--- src/rtl/button_debounce_sync.sv ---
// Push-button front end: per-bit synchroniser, shared sample-tick
// prescaler, per-button stability counter, level and edge pulses.
module button_debounce_sync #(
  parameter int NUM_BTN      = 3,
  parameter int TICK_DIV     = 50000,
  parameter int STABLE_TICKS = 10,
  parameter int SYNC_STAGES  = 2
) (
  input  logic               clk,
  input  logic               rst,
  input  logic [NUM_BTN-1:0] btn_raw,
  output logic [NUM_BTN-1:0] btn_level,
  output logic [NUM_BTN-1:0] btn_press,
  output logic [NUM_BTN-1:0] btn_release,
  output logic               btn_any,
  output logic               tick
);

  localparam int DW = (TICK_DIV > 1) ? $clog2(TICK_DIV) : 1;
  localparam int CW = $clog2(STABLE_TICKS + 1);
  localparam logic [DW-1:0] DIV_LAST = DW'(TICK_DIV - 1);
  localparam logic [CW-1:0] CNT_LAST = CW'(STABLE_TICKS - 1);

  logic [NUM_BTN-1:0] sync_ff [SYNC_STAGES];
  logic [NUM_BTN-1:0] sync;
  logic [DW-1:0]      div_q;
  logic [DW-1:0]      div_nxt;
  logic [CW-1:0]      cnt_q [NUM_BTN];
  logic [CW-1:0]      cnt_d [NUM_BTN];
  logic [NUM_BTN-1:0] flip;
  logic [NUM_BTN-1:0] level_d;

  assign sync = sync_ff[SYNC_STAGES-1];

  // Plain flop chain bringing the raw pins into clk
  always_ff @(posedge clk or posedge rst) begin
    if (rst) begin
      for (int s = 0; s < SYNC_STAGES; s++)
        sync_ff[s] <= '0;
    end else begin
      sync_ff[0] <= btn_raw;
      for (int s = 1; s < SYNC_STAGES; s++)
        sync_ff[s] <= sync_ff[s-1];
    end
  end

  // Next prescaler value, wrapping at TICK_DIV-1
  always_comb begin
    div_nxt = div_q + DW'(1);
    if (div_q == DIV_LAST)
      div_nxt = '0;
  end

  // Prescaler register; tick is high while the counter sits at its last value
  always_ff @(posedge clk or posedge rst) begin
    if (rst) begin
      div_q <= '0;
      tick  <= 1'b0;
    end else begin
      div_q <= div_nxt;
      tick  <= (div_nxt == DIV_LAST);
    end
  end

  // Stability counting: agreement clears, disagreement counts ticks until a flip
  always_comb begin
    flip = '0;
    for (int i = 0; i < NUM_BTN; i++) begin
      cnt_d[i] = cnt_q[i];
      if (sync[i] == btn_level[i]) begin
        cnt_d[i] = '0;
      end else if (tick) begin
        if (cnt_q[i] == CNT_LAST) begin
          flip[i]  = 1'b1;
          cnt_d[i] = '0;
        end else begin
          cnt_d[i] = cnt_q[i] + CW'(1);
        end
      end
    end
    level_d = btn_level ^ flip;
  end

  // Counters, debounced level, edge pulses and the any-pressed flag
  always_ff @(posedge clk or posedge rst) begin
    if (rst) begin
      for (int i = 0; i < NUM_BTN; i++)
        cnt_q[i] <= '0;
      btn_level   <= '0;
      btn_press   <= '0;
      btn_release <= '0;
      btn_any     <= 1'b0;
    end else begin
      for (int i = 0; i < NUM_BTN; i++)
        cnt_q[i] <= cnt_d[i];
      btn_level   <= level_d;
      btn_press   <= flip & ~btn_level;
      btn_release <= flip & btn_level;
      btn_any     <= |level_d;
    end
  end

endmodule

--- config.mk ---
export PLATFORM = sky130hd
export DESIGN_NAME = button_debounce_sync
export DESIGN_NICKNAME = d
export VERILOG_FILES = /design/src/rtl/button_debounce_sync.sv
export SDC_FILE = /design/constraint.sdc
export NUM_CORES = 1
export LEC_CHECK = 0
export ABC_CLOCK_PERIOD_IN_PS = 5100
export BUFFER_PORTS_ARGS = -buffer_cell sky130_fd_sc_hd__buf_4
export CAP_MARGIN = 20
export CORE_ASPECT_RATIO = 0.9
export CORE_MARGIN = 2
export CORE_UTILIZATION = 40
export CTS_CLUSTER_DIAMETER = 150
export DETAILED_ROUTE_END_ITERATION = 10
export GPL_TIMING_DRIVEN = 0
export HOLD_SLACK_MARGIN = 0.12
export PLACE_DENSITY = 0.65
export SYNTH_ARGS = -nofsm -noshare
export SYNTH_HDL_FRONTEND = slang
export SYNTH_SLANG_ARGS = --single-unit
--- constraint.sdc ---
create_clock -name clk -period 5.1 [get_ports clk]
set_input_delay 0.765 -clock clk [delete_from_list [all_inputs] [get_ports clk]]
set_output_delay 0.765 -clock clk [all_outputs]
set_load 0.02 [all_outputs]
==> results.cfg <==
[outcome]
run_status = completed

[sta]
fmax_mhz = 462
slew_headroom_pct = 64.3
worst_pin_slew_ps = 534
rsz0062_at_grt = no
final_hold_viol_count = 0
setup_viol = 0
slew_violations = 0
fin_crit_sh_pct = 42.4
skew_ps = 7.53
min_period_ps = 2160
setup_tns_ps = 0

[layout]
area_growth_pct = 14.8
n_antenna_cell = 0
nets = 233
drive_above_1_share_pct = 14.9
fin_util_pct = 46.7

[detailed_routing]
vias_per_cell = 4.98
drt_pass1_iterations = 4
antenna_left = 0
wl_per_cell_um = 12.0
vias = 1435
drt_iter0_drc = 49
wl_um = 3470
drc = 0

[pwr]
seq_power_share_pct = 60.0
comb_power_share_pct = 2.2
powerDensity_nw_per_um2 = 249
p_clk_share_pct = 37.7
internal_power_uw = 462
power_switching_uw = 138
ir_drop_uv = 147
swShare_pct = 23.0
p_leak_nw = 1.07

[clocking]
post-cts-setup-buffers = 0
cts_tree = done
clock_path_buffers = 2
cts_resized = 0
clock-sinks = 45
cts_buffers = 5
clkLatencyLatePin_ps = 310
h-tree-depth = 2
cts_hold_buffers = 0
clk_pin_slew_worst_paths_ps = 80
cts_root_buffer = clkbuf_8

[yosys]
synth-edff-count = 0
yosys-top-cells-area = dfrtp_1 (54%), ha_1 (4.8%), xor2_1 (3.8%)
syn-instance-count = 197
seq_area_frac_synth_pct = 53.6
avgSynthCellArea_um2 = 10.7
syn_area_um2 = 2100
ys_async_sr_fraction_pct = 100
yosysTopAreaCell = dfrtp_1
synth_top_area_share_pct = 53.6
ys_seq_elements = 45
synth_common_cells = dfrtp_1 (45), nand2_1 (18), nor2_1 (16)
yosys_warnings = 0
synth_nets = 210
synthDistinctLibCells = 37
synth_most_common_cell = dfrtp_1
ys.flop_type = dfrtp_1

[critical_path]
r2r_start = div_q[0]$_DFF_PP0_
reg2regPathDepth = 5
crit_cells = 5
worstPathArrival_ps = 2330
endpoint_kind = flip-flop
cp_max_fo = 8
cpPeakStageDelay_ps = 670
startpoint = div_q[0]$_DFF_PP0_
path_cells = ha_1 > nand3_1 > or4_2 > nor2_1 > nor2_1
crit_top_cell = nor2_1
crit_required_ps = 5270
rrSetupSlack_ps = 2940
worst-setup-path-type = flip-flop to flip-flop
slowest_stage = or4_2
cp.buffers_inverters = 0
cp-start-kind = flip-flop
rr_endpoint = div_q[6]$_DFF_PP0_
critPathTopFamily = simple AND/OR/NAND/NOR gates
cp-endpoint = div_q[6]$_DFF_PP0_

[grt]
grt_first_pass_wirelength_um = 5990
first_global_vias = 1288
grtUsageTotal_pct = 13.6
grt_start_max_net_pins = 29
antenna_found_initial = 0
grt_overflow = 0

[die]
dieArea_um2 = 5850
start_util_pct = 40.7
coreArea_um2 = 5160
die_w_um = 80.4
fp.dieH_um = 72.8
ios = 16
rows = 25

[placed_design]
port_buffers = 15
hpwl_um = 2510
gp_congestion = 0.815

[run]
maxCapViolCount = 0

[hold_path]
holdCritPathClass = flip-flop to flip-flop
hold_depth = 0
-- metal layers --
| layer | vias up | share of wire (%) | global-route usage [%] |
|---|---|---|---|
| met1 | 684 | 49 | 17.1 |
| li1 | 735 | - | - |
| met2 | 11 | 46 | 21.6 |
| met5 | - | 0 | 0 |
| met3 | 5 | 3.4 | 5.20 |
| met4 | 0 | 1.7 | 5.08 |
-- cell families (layout without fill, tap and decap cells) --
kind of cell	after synthesis	count (layout)	share of synthesized area, %
flops	45	45	53.6
buf+inv	14	38	2.86
xor+xnor	17	17	7.08
mux	5	5	2.56
fa+ha+maj	8	8	4.76
compound gates	27	27	7.98
simple gates	81	81	21.2
-- layout make-up --
class                      instances  area [um2]
fill                             498        2750
sequential                        45        1130
multi-input combinational        138         916
timing repair buffer              16         133
tap                               67        83.8
clock buffer                       5        68.8
inverter                           9        33.8
buffer                             5        26.3
clock inverter                     3        25.0
-- per-stage QoR --
stage	cell area (um2)	worst slack, ps	power, mW	hold slack, ps	std cells
2_1_floorplan	2100	3160	0.375	331	197
3_3_place_gp	2300	2700	0.380	335	279
3_5_place_dp	2320	2920	0.382	338	280
4_1_cts	2410	2890	0.616	361	288
5_1_grt	2410	2770	0.635	370	288
6_report	2410	2940	0.600	357	288
-- worst min-delay path by stage --
stage	startpoint	end	slack, ps
3_5_place_dp	sync_ff[4]$_DFF_PP0_	sync[1]$_DFF_PP0_	340
2_1_floorplan	sync_ff[3]$_DFF_PP0_	sync[0]$_DFF_PP0_	330
4_1_cts	sync_ff[4]$_DFF_PP0_	sync[1]$_DFF_PP0_	360
6_report	sync_ff[5]$_DFF_PP0_	sync[2]$_DFF_PP0_	360
5_1_grt	sync_ff[5]$_DFF_PP0_	sync[2]$_DFF_PP0_	370
3_3_place_gp	sync_ff[4]$_DFF_PP0_	sync[1]$_DFF_PP0_	330
-- sequential cells by signal (all words and copies together) (netlist names) --
name and cells:
btn_any 1, btn_release 3, sync 3, cnt_q 12, sync_ff 3, tick 1, btn_level 3, div_q 16
btn_press 3
-- placed cells by master (no fill, tap or decap), types with 2 or more instances in the layout --
cell type and instances:
clkbuf_8 5, xnor2_1 8, nor2_1 16, mux2_2 3, dfrtp_1 45, a21oi_1 10, nand2_1 18, nor3b_1 7
nor3_1 6, inv_1 8, nand3_1 8, o211ai_1 2, a21boi_0 2, or3_1 5, mux2i_1 2, and4_1 2
clkbuf_1 4, buf_4 15, xor2_1 9, and3_1 2, nand4_1 6, ha_1 8, o21ai_0 8, and3b_1 2
-- power groups by stage --
| stage | sequential, mW | combinational (mW) | clock [mW] |
|---|---|---|---|
| after CTS | 0.361 | 0.0143 | 0.241 |
| after global placement | 0.368 | 0.0122 | 0 |
| final | 0.360 | 0.0133 | 0.227 |
| after floorplan | 0.367 | 0.00751 | 0 |
| after global routing | 0.361 | 0.0158 | 0.259 |
| after detailed placement | 0.368 | 0.0143 | 0 |
Power figures use the tool's default switching activity.
